===== src/rtl/frame_sequencer.sv =====
// Frame sequencer: streams one frame of pixels into a frame RAM (FILL), then
// reads it back in raster order (SCAN) with a one-cycle qualify tail (DRAIN).
module frame_sequencer #(
    parameter int H_RES = 640,
    parameter int V_RES = 480
) (
    input  logic        clk,
    input  logic        rst,
    input  logic        start,
    input  logic        loop,
    input  logic        wr_valid,
    input  logic [14:0] wr_data,
    output logic        wr_ready,
    output logic        ram_we,
    output logic [19:0] ram_wr_addr,
    output logic [14:0] ram_din,
    output logic        ram_re,
    output logic [19:0] ram_rd_addr,
    output logic        pix_valid,
    output logic [9:0]  X,
    output logic [9:0]  Y,
    output logic        busy,
    output logic        frame_done
);

    typedef enum logic [1:0] {IDLE, FILL, SCAN, DRAIN} state_t;

    localparam logic [9:0] X_LAST = 10'(H_RES - 1);
    localparam logic [9:0] Y_LAST = 10'(V_RES - 1);

    state_t     state_reg;
    logic [9:0] wx_reg, wy_reg, rx_reg, ry_reg;
    // Set after the final accepted write so SCAN waits for its RAM strobe.
    logic       fill_done_reg;
    logic       accept, wr_last, rd_last;

    assign wr_ready    = (state_reg == FILL) && !fill_done_reg;
    assign accept      = wr_valid && wr_ready;
    assign wr_last     = (wx_reg == X_LAST) && (wy_reg == Y_LAST);
    assign rd_last     = (rx_reg == X_LAST) && (ry_reg == Y_LAST);
    assign ram_re      = (state_reg == SCAN);
    assign ram_rd_addr = {ry_reg, rx_reg};
    assign busy        = (state_reg != IDLE);

    always_ff @(posedge clk or negedge rst) begin
        if (!rst) begin
            state_reg     <= IDLE;
            wx_reg        <= '0;
            wy_reg        <= '0;
            rx_reg        <= '0;
            ry_reg        <= '0;
            fill_done_reg <= 1'b0;
            ram_we        <= 1'b0;
            ram_wr_addr   <= '0;
            ram_din       <= '0;
            pix_valid     <= 1'b0;
            X             <= '0;
            Y             <= '0;
            frame_done    <= 1'b0;
        end else begin
            ram_we     <= accept;
            pix_valid  <= ram_re;
            X          <= rx_reg;
            Y          <= ry_reg;
            frame_done <= ram_re && rd_last;

            if (accept) begin
                ram_wr_addr <= {wy_reg, wx_reg};
                ram_din     <= wr_data;
                if (wx_reg == X_LAST) begin
                    wx_reg <= '0;
                    wy_reg <= (wy_reg == Y_LAST) ? 10'd0 : wy_reg + 10'd1;
                end else begin
                    wx_reg <= wx_reg + 10'd1;
                end
            end

            case (state_reg)
                IDLE: begin
                    if (start) begin
                        state_reg     <= FILL;
                        wx_reg        <= '0;
                        wy_reg        <= '0;
                        fill_done_reg <= 1'b0;
                    end
                end
                FILL: begin
                    if (accept && wr_last) begin
                        fill_done_reg <= 1'b1;
                    end else if (fill_done_reg) begin
                        state_reg     <= SCAN;
                        rx_reg        <= '0;
                        ry_reg        <= '0;
                        fill_done_reg <= 1'b0;
                    end
                end
                SCAN: begin
                    // Counters hold on the last pixel so X/Y stay meaningful in DRAIN.
                    if (rd_last) begin
                        state_reg <= DRAIN;
                    end else if (rx_reg == X_LAST) begin
                        rx_reg <= '0;
                        ry_reg <= ry_reg + 10'd1;
                    end else begin
                        rx_reg <= rx_reg + 10'd1;
                    end
                end
                DRAIN: begin
                    if (loop) begin
                        state_reg     <= FILL;
                        wx_reg        <= '0;
                        wy_reg        <= '0;
                        fill_done_reg <= 1'b0;
                    end else begin
                        state_reg <= IDLE;
                    end
                end
                default: state_reg <= IDLE;
            endcase
        end
    end

endmodule


===== config.mk =====
export PLATFORM = sky130hd
export DESIGN_NAME = frame_sequencer
export DESIGN_NICKNAME = d
export VERILOG_FILES = /design/src/rtl/frame_sequencer.sv
export SDC_FILE = /design/constraint.sdc
export NUM_CORES = 1
export LEC_CHECK = 0
export BUFFER_PORTS_ARGS = -buffer_cell sky130_fd_sc_hd__buf_2
export CAP_MARGIN = 25
export CORE_UTILIZATION = 40
export DETAILED_ROUTE_END_ITERATION = 8
export SETUP_SLACK_MARGIN = 0.02
export SLEW_MARGIN = 20
export SYNTH_ARGS = -nofsm -noshare
export SYNTH_HDL_FRONTEND = slang
export SYNTH_SLANG_ARGS = --single-unit

===== constraint.sdc =====
create_clock -name clk -period 2.7 [get_ports clk]
set_input_delay 0.675 -clock clk [delete_from_list [all_inputs] [get_ports clk]]
set_output_delay 0.675 -clock clk [all_outputs]
set_load 0.03 [all_outputs]

==> out/metrics.yaml, run 1 <==
vias: 3386
async_reset_ff_share_pct: 100
wire_per_inst_um: 14.0
stdcell_count: 678
largest_reg_flops: 20
final_hold_viol_count: 0
critPathKind: "register to output port"
synth_edf_count: 0
via_per_inst: 4.99
yosys.area.top_type: "dfrtp_1"
synth.top_cells.by_area: "dfrtp_1, nand2_1, nor2_1"
synth_ff_type: "dfrtp_1"
slew_viol_final: 0
final_antenna_net_count: 0
num_rows: 37
cts_tree: "done"
reg_top3: "ram_wr_addr: 20 flops, ram_din: 15 flops"
critPathLaunchType: "register"
largest-register: "ram_wr_addr"
antennaDiodeCount: 0
mostFrequentLayoutCells: "nand2_1, dfrtp_1, buf_2"
synth_cell_type_count: 50
finalCriticalPeriod_ns: 2.48
start_util_pct: 41.5
htreeDepth: 3
fmax_ghz: 0.404
drc_errors: 0
post_synth.cell_area_avg_um2: 10.0
worst_ep_required_time_ns: 2.03
placed_cells: 662
postCtsHoldBufs: 0
synth_area_um2: 4330
worstPathCellList: "inv_1 > ha_1 > nand2b_1 > inv_1 > buf_4 > buf_2"
coreArea_um2: 10400
layout_commonest_cell: "nand2_1"
clock_sinks: 101
r2r_cells: 6
grt_usage_pct: 17.9
antenna_found_initial: 0
r2r-end: "ry_reg[5]$_DFFE_PN0P_"
timing.setup.tns_ns: 0
overflow: 0
syn_nets: 460
die_y_um: 106
powerDensity_nw_per_um2: 601
p_leak_nw: 2.80
grt_pass1_wl_mm: 15.6
max_stage_delay_ns: 0.42
crit_arrival_ns: 1.80
worst_r2r_startpoint: "rx_reg[0]$_DFFE_PN0P_"
cap_violations: 0
drt_pre_antenna_iters: 4
total_power_mw: 3.14
dp_hpwl_mm: 6.70
cts_root_buf: "clkbuf_8"
worst_pin_slew_ns: 0.644
layout-drive-gt1-share_pct: 24.7
syn_to_final_growth_pct: 20.9
die_w_um: 106
crit_path_top_delay_cell: "dfrtp_1"
rrSetupSlack_ns: 0.37
grt_start_max_net_pins: 40
num_io_pins: 101
finClkSkew_ns: 0.00391
status: "finished clean"
ir_drop_mv: 0.254
slew_headroom_pct: 56.6
num-nets-final: 565
finalSetupViolCount: 0
hold_class: "input pin to asynchronous set/reset pin"
port_buffers: 100
cts.clk_slew.worst_paths_ns: 0.09
ys_ff_latch: 101
cts_buffers: 9
wirelength_mm: 9.47
seq_area_frac_synth_pct: 58.4
gp_congestion: 0.832
dr.first_iter.drc_count: 107
clock_latency_ns: 0.37
grt_pass1_vias: 3160
ys_warn_count: 0
cp-end-kind: "output port"
crit_top_cell: "inv_1"
worstPathMaxFanout: 8
final.period_utilization_pct: 91.7
die_area_um2: 11200
syn_inst: 432
nFillCells: 997
synth.top_cell.area_share_pct: 58.4
cts_buffer_depth: 2
rsz0062_at_grt: "no"
## cells by family after synthesis
kind of cell / count (synthesis) / synth area share, %
simple gates: 229 / 23.9
flops: 101 / 58.4
compound gates: 46 / 7.72
buf+inv: 23 / 2.37
xor+xnor: 20 / 4.05
fa+ha+maj: 8 / 2.31
mux: 5 / 1.24
## layout make-up
cell class / instances / area [um2] / share of cell area (%)
sequential: 101 / 2530 / 48.3
multi-input combinational: 308 / 1700 / 32.5
timing repair buffer: 108 / 576 / 11.0
tap: 136 / 170 / 3.25
clock buffer: 10 / 138 / 2.63
clock inverter: 6 / 86.3 / 1.65
inverter: 9 / 33.8 / 0.646
## critical path: cells and delay by family (launching register included)
family                   cells  cell delay [ns]
adder cells (fa/ha/maj)      1             0.23
buffers and inverters        4             0.53
flip-flops                   1             0.42
AND/OR/NAND/NOR              1             0.25
## worst max path at each step
stage / startpoint / to / slack [ns] / depth (start not counted)
final: state_reg[1]$_DFFE_PN0P_ / wr_ready / 0.22 / 6
after CTS: state_reg[0]$_DFFE_PN0P_ / ram_re / 0.11 / 4
after floorplan: rx_reg[0]$_DFFE_PN0P_ / state_reg[1]$_DFFE_PN0P_ / 0.59 / 7
after detailed placement: rx_reg[0]$_DFFE_PN0P_ / ry_reg[5]$_DFFE_PN0P_ / 0.42 / 6
after global placement: rx_reg[0]$_DFFE_PN0P_ / ry_reg[5]$_DFFE_PN0P_ / 0.44 / 6
after global routing: state_reg[1]$_DFFE_PN0P_ / wr_ready / 0.06 / 6
## cells in the mapped netlist (2+ instances only)
cell,count
o211ai_1,2
and3_1,8
buf_6,2
nand2_1,128
xnor2_1,10
inv_1,9
a31oi_1,3
dfrtp_1,101
buf_1,3
xor2_1,10
nor4_1,2
o21ai_1,2
o31ai_1,2
a311oi_1,6
a21o_1,2
and2_1,3
o21ai_0,8
mux2_2,2
nor2_1,35
nand4_1,11
clkbuf_1,8
mux2i_1,2
a21oi_1,10
nor3_1,9
ha_1,8
and4_1,7
nand3_1,16
## metal layers
metal  vias to the layer above  part of all wire [%]  global-route usage [%]  routed length [um]
li1                       1686                     -                       -                   -
met1                      1599                    46                    23.3                4400
met2                        90                    48                    28.9                4510
met3                        11                   4.3                    4.11                 408
met4                         0                   1.5                    7.54                 146
met5                         -                     0                       0                   0
## power by group
part	internal, mW	switching (mW)
sequential	1.61	0.0799
clock	0.545	0.516
combinational	0.126	0.265
## metrics by stage
step | hold slack [ns] | setup slack, ns | util (%) | cell area, um2
detailed placement | 0.417 | 0.418 | 48.0 | 5000
global placement | 0.407 | 0.441 | 48.0 | 5000
floorplan | 0.379 | 0.586 | - | 4330
finish | 0.261 | 0.225 | 50.2 | 5230
global route | 0.275 | 0.0645 | 50.2 | 5230
CTS | 0.266 | 0.109 | 50.2 | 5230
## timing repair
action,CTS,global route
setup buffers,0,0
endpoints found under the setup margin,0,1
resized for setup,0,1
Note: power is estimated with default switching activity, not from simulation.
==> run 2, diff against run 1 <==
--- a/config.mk
+++ b/config.mk
@@ -9,6 +9,7 @@
 export CAP_MARGIN = 25
 export CORE_UTILIZATION = 40
 export DETAILED_ROUTE_END_ITERATION = 8
+export RECOVER_POWER = 25
 export SETUP_SLACK_MARGIN = 0.02
 export SLEW_MARGIN = 20
 export SYNTH_ARGS = -nofsm -noshare
==> out/metrics.yaml, run 2 (synthesized netlist as in run 1, its figures left out) <==
total_power_mw: 3.14  # about the same
p_leak_nw: 2.79  # -0.28%
final.period_utilization_pct: 91.7  # about the same
nFillCells: 999  # +0.20%
max_stage_delay_ns: 0.42  # about the same
overflow: 0  # unchanged
cts_tree: "done"
die_w_um: 106  # unchanged
grt_pass1_vias: 3160  # unchanged
cap_violations: 1  # +1
timing.hold.ws_ns: 0.434  # +0.173 ns
worstPathMaxFanout: 8  # unchanged
layout-drive-gt1-share_pct: 24.4  # -0.37 points
worstPathCellList: "inv_1 > ha_1 > nand2b_1 > inv_1 > buf_4 > buf_2"
fin_util_pct: 50.2  # -0.072 points
num_rows: 37  # unchanged
dp_slack_ns: 0.418  # unchanged
hold_class: "register to register"
antenna_found_initial: 0  # unchanged
crit_path_top_delay_cell: "dfrtp_1"
setup_ws_ns: 0.224  # -0.00127 ns
regArea_um2: 2530  # unchanged
r2r_cells: 6  # unchanged
stdcell_count: 678  # unchanged
ir_drop_mv: 0.254  # about the same
placed_cells: 662  # unchanged
dr.first_iter.drc_count: 126  # +18%
cts_root_buf: "clkbuf_8"
violations: "capacitance limit, slew limit"
status: "finished, violations left"
cts_buffer_depth: 2  # unchanged
worst_r2r_startpoint: "rx_reg[0]$_DFFE_PN0P_"
cts_setup_buffers: 0  # unchanged
antennaDiodeCount: 0  # unchanged
reg_top3: "ram_wr_addr: 20 flops, ram_din: 15 flops"
worst_ep_required_time_ns: 2.03  # about the same
port_buffers: 100  # unchanged
clock_latency_ns: 0.37  # about the same
grt_pass1_wl_mm: 15.6  # unchanged
wirelength_mm: 9.50  # +0.31%
final_antenna_net_count: 0  # unchanged
rsz0062_at_grt: "no"
postCtsHoldBufs: 0  # unchanged
die_area_um2: 11200  # unchanged
vias: 3415  # +0.86%
drt_pre_antenna_iters: 4  # unchanged
layout_commonest_cell: "nand2_1"
fmax_ghz: 0.404  # about the same
cts_buffers: 9  # unchanged
htreeDepth: 3  # unchanged
postCtsResizedCells: 0  # unchanged
slew_headroom_pct: -39.2  # -96 points
powerDensity_nw_per_um2: 602  # +0.17%
r2r-end: "ry_reg[5]$_DFFE_PN0P_"
dp_hpwl_mm: 6.70  # unchanged
dpl_cell_area_um2: 5000  # unchanged
critPathKind: "register to output port"
grt_usage_pct: 17.9  # unchanged
start_util_pct: 41.5  # unchanged
finClkSkew_ns: 0.00492  # +0.00100 ns
gp_congestion: 0.832  # unchanged
grt_start_max_net_pins: 40  # unchanged
holdPathEnd: "Y[8]$_DFF_PN0_"
slew_viol_final: 39  # +39
via_per_inst: 5.04  # +0.86%
multi_input_area_um2: 1700  # unchanged
syn_to_final_growth_pct: 20.7
coreArea_um2: 10400  # unchanged
clock_sinks: 101  # unchanged
num-nets-final: 565  # unchanged
num_io_pins: 101  # unchanged
crit_arrival_ns: 1.80  # about the same
cts.clk_slew.worst_paths_ns: 0.09  # about the same
cp-end-kind: "output port"
finalCriticalPeriod_ns: 2.48  # +0.00127 ns
hold-path-cell-count: 0
finalSetupViolCount: 0  # unchanged
crit_top_cell: "inv_1"
rrSetupSlack_ns: 0.35  # -0.02 ns
drc_errors: 0  # unchanged
wire_per_inst_um: 14.0  # +0.31%
largest-register: "ram_wr_addr"
die_y_um: 106  # unchanged
largest_reg_flops: 20  # unchanged
design_area_um2: 5220  # -0.14%
worst_pin_slew_ns: 2.09  # +1.44 ns
critPathLaunchType: "register"
mostFrequentLayoutCells: "nand2_1, dfrtp_1, buf_2"
timing.setup.tns_ns: 0  # unchanged
final_hold_viol_count: 0  # unchanged
min_from: "ry_reg[8]$_DFFE_PN0P_"
## run 2: final cells by class
class / count / share of cell area, %
flip-flops and latches: 101 / 48.4
inverters: 9 / 0.647
repair buffers: 108 / 10.9
clock inverters: 6 / 1.65
well taps: 136 / 3.26
multi-input cells: 308 / 32.6
clock buffers: 10 / 2.63
## run 2: worst max-delay path by stage
stage                        startpoint                  endpoint  slack [ns]  depth (start not counted)
2_1_floorplan     rx_reg[0]$_DFFE_PN0P_  state_reg[1]$_DFFE_PN0P_        0.59                          7
3_3_place_gp      rx_reg[0]$_DFFE_PN0P_     ry_reg[5]$_DFFE_PN0P_        0.44                          6
3_5_place_dp      rx_reg[0]$_DFFE_PN0P_     ry_reg[5]$_DFFE_PN0P_        0.42                          6
4_1_cts        state_reg[0]$_DFFE_PN0P_                    ram_re        0.11                          4
5_1_grt        state_reg[1]$_DFFE_PN0P_                  wr_ready        0.06                          6
6_report       state_reg[1]$_DFFE_PN0P_                  wr_ready        0.22                          6
## run 2: worst max-delay path: cells and delay by family, from the launching register on
kind                       cells  cell delay [ns]
and+or+nand+nor                1             0.26
adders and majority gates      1             0.23
buffers and inverters          4             0.53
DFF                            1             0.42
## run 2: where the power goes
group,leakage [nW],internal [mW],switching (mW)
combinational,1.32,0.125,0.265
clock,0.112,0.545,0.517
sequential,1.36,1.61,0.0803
## run 2: metal layers
metal | part of all wire (%) | GRT usage, % | routed length [um]
met4 | 1.7 | 7.54 | 163
met3 | 4.7 | 4.11 | 451
met2 | 47 | 28.9 | 4500
met5 | 0 | 0 | 0
met1 | 46 | 23.3 | 4380
==> run 3, diff against run 2 <==
--- a/config.mk
+++ b/config.mk
@@ -7,8 +7,9 @@
 export LEC_CHECK = 0
 export BUFFER_PORTS_ARGS = -buffer_cell sky130_fd_sc_hd__buf_2
 export CAP_MARGIN = 25
-export CORE_UTILIZATION = 40
+export CORE_UTILIZATION = 45
 export DETAILED_ROUTE_END_ITERATION = 8
+export PLACE_DENSITY = 0.69
 export RECOVER_POWER = 25
 export SETUP_SLACK_MARGIN = 0.02
 export SLEW_MARGIN = 20
==> out/metrics.yaml, run 3 (synthesized netlist as in run 1, its figures left out) <==
layout_commonest_cell: "nand2_1"
finalCriticalPeriod_ns: 2.44  # -0.0382 ns
final.period_utilization_pct: 90.3  # -1.4 points
largest-register: "ram_wr_addr"
critical-path-top-delay-family: "buffers and inverters"
vias: 3454  # +1.1%
start_util_pct: 46.6  # +5.1 points
setup_ws_ns: 0.262  # +0.0382 ns
cp-end-kind: "output port"
reg_top3: "ram_wr_addr: 20 flops, ram_din: 15 flops"
grt_pass1_wl_mm: 16.5  # +5.6%
total_power_mw: 3.10  # -1.3%
grt.met3_usage_pct: 3.97  # -0.14 points
dr.first_iter.drc_count: 91  # -28%
final_antenna_net_count: 0  # unchanged
via_per_inst: 5.16  # +2.5%
dp_slack_ns: 0.422  # +0.00444 ns
cts_setup_buffers: 0  # unchanged
dp_hpwl_mm: 6.73  # +0.44%
num-nets-final: 563  # -0.35%
syn_to_final_growth_pct: 19.7
layout-drive-gt1-share_pct: 24.1  # -0.28 points
grt-busiest-layer: "met2"
timing.setup.tns_ns: 0  # unchanged
wire_per_inst_um: 14.4  # +2.6%
crit_path_top_delay_cell: "dfrtp_1"
cap_violations: 0  # -1
ir_drop_mv: 0.272  # +7.0%
grt_pass1_vias: 3405  # +7.8%
final_hold_viol_count: 0  # unchanged
drt_pre_antenna_iters: 4  # unchanged
rsz0062_at_grt: "no"
grt_usage_pct: 21.0  # +3.1 points
num_io_pins: 101  # unchanged
cts_buffer_depth: 2  # unchanged
antennaDiodeCount: 0  # unchanged
die_w_um: 100  # -5.6%
regArea_um2: 2530  # unchanged
largest_reg_flops: 20  # unchanged
postCtsHoldBufs: 0  # unchanged
use_met2_pct: 34.5  # +5.6 points
cts_buffers: 9  # unchanged
max_stage_delay_ns: 0.43  # about the same
cts_tree: "done"
overflow: 0  # unchanged
grt_start_max_net_pins: 50  # +25%
cts_root_buf: "clkbuf_8"
postCtsResizedCells: 0  # unchanged
finClkSkew_ns: 0.00967  # +0.00476 ns
worst_ep_required_time_ns: 2.03  # about the same
wirelength_mm: 9.62  # +1.3%
status: "finished clean"
grt_use_met1_pct: 28.3  # +5.0 points
multi_input_area_um2: 1700  # -0.15%
cp_num_buf_inv: 3  # -1
port_buffers: 100  # unchanged
num_rows: 35  # -5.4%
worstPathMaxFanout: 8  # unchanged
clock_latency_ns: 0.36  # about the same
htreeDepth: 3  # unchanged
crit_arrival_ns: 1.76  # -0.04 ns
nFillCells: 834  # -17%
cts.clk_slew.worst_paths_ns: 0.09  # about the same
worst_pin_slew_ns: 1.31  # -0.781 ns
slew_headroom_pct: 12.9  # +52 points
worstPathCellList: "inv_1 > ha_1 > nand2b_1 > inv_1 > buf_2"
die_y_um: 100  # -5.6%
slew_viol_final: 0  # -100%
powerDensity_nw_per_um2: 599  # -0.52%
fmax_ghz: 0.410  # +1.6%
antenna_found_initial: 0  # unchanged
finalSetupViolCount: 0  # unchanged
critPathLaunchType: "register"
mostFrequentLayoutCells: "nand2_1, dfrtp_1, buf_2"
gp_congestion: 0.846  # +1.6%
die_area_um2: 10000  # -11%
timing.hold.ws_ns: 0.448  # +0.0144 ns
critPathKind: "register to output port"
p_leak_nw: 2.78  # -0.32%
crit_top_cell: "inv_1"
coreArea_um2: 9280  # -11%
drc_errors: 0  # unchanged
clock_sinks: 101  # unchanged
hold_class: "register to register"
==> run 3: path summary, 6_finish.rpt <==
path / slack, ns / endpoint / depth (start not counted) / startpoint
max: 0.26 / wr_ready / 5 / state_reg[1]$_DFFE_PN0P_
min in group asynchronous: 0.57 / ram_din[8]$_DFFE_PN0N_ / 1 / rst
min: 0.45 / Y[8]$_DFF_PN0_ / 0 / ry_reg[8]$_DFFE_PN0P_
min reg2reg: 0.45 / Y[8]$_DFF_PN0_ / 0 / ry_reg[8]$_DFFE_PN0P_
max in group asynchronous: 0.71 / state_reg[1]$_DFFE_PN0P_ / 2 / rst
max reg2reg: 0.44 / ram_din[0]$_DFFE_PN0N_ / 9 / state_reg[1]$_DFFE_PN0P_
==> run 3: metrics by stage <==
stage          cell area [um2]  utilization, %  instances
2_1_floorplan             4330               -        432
4_1_cts                   5200            56.0        669
6_report                  5180            55.8        669
5_1_grt                   5180            55.8        669
3_5_place_dp              4980            53.7        653
3_3_place_gp              4980            53.7        653
==> run 3: where the power goes <==
part           internal, mW  total (mW)  leakage, nW  switching, mW
Clock                 0.491        1.02        0.111          0.526
Sequential             1.61        1.70         1.36         0.0859
Combinational         0.122       0.387         1.31          0.265
==> run 3: layout make-up <==
type	count	area share (%)
Multi-Input combinational cell	308	32.8
Tap cell	129	3.12
Inverter	9	0.652
Timing Repair Buffer	106	10.5
Clock inverter	5	1.26
Sequential cell	101	48.8
Clock buffer	11	2.92
==> run 3: routing by layer <==
layer | vias up | wire length, um
met5 | - | 0
met2 | 94 | 4760
met4 | 0 | 144
met3 | 18 | 388
met1 | 1665 | 4330
li1 | 1677 | -
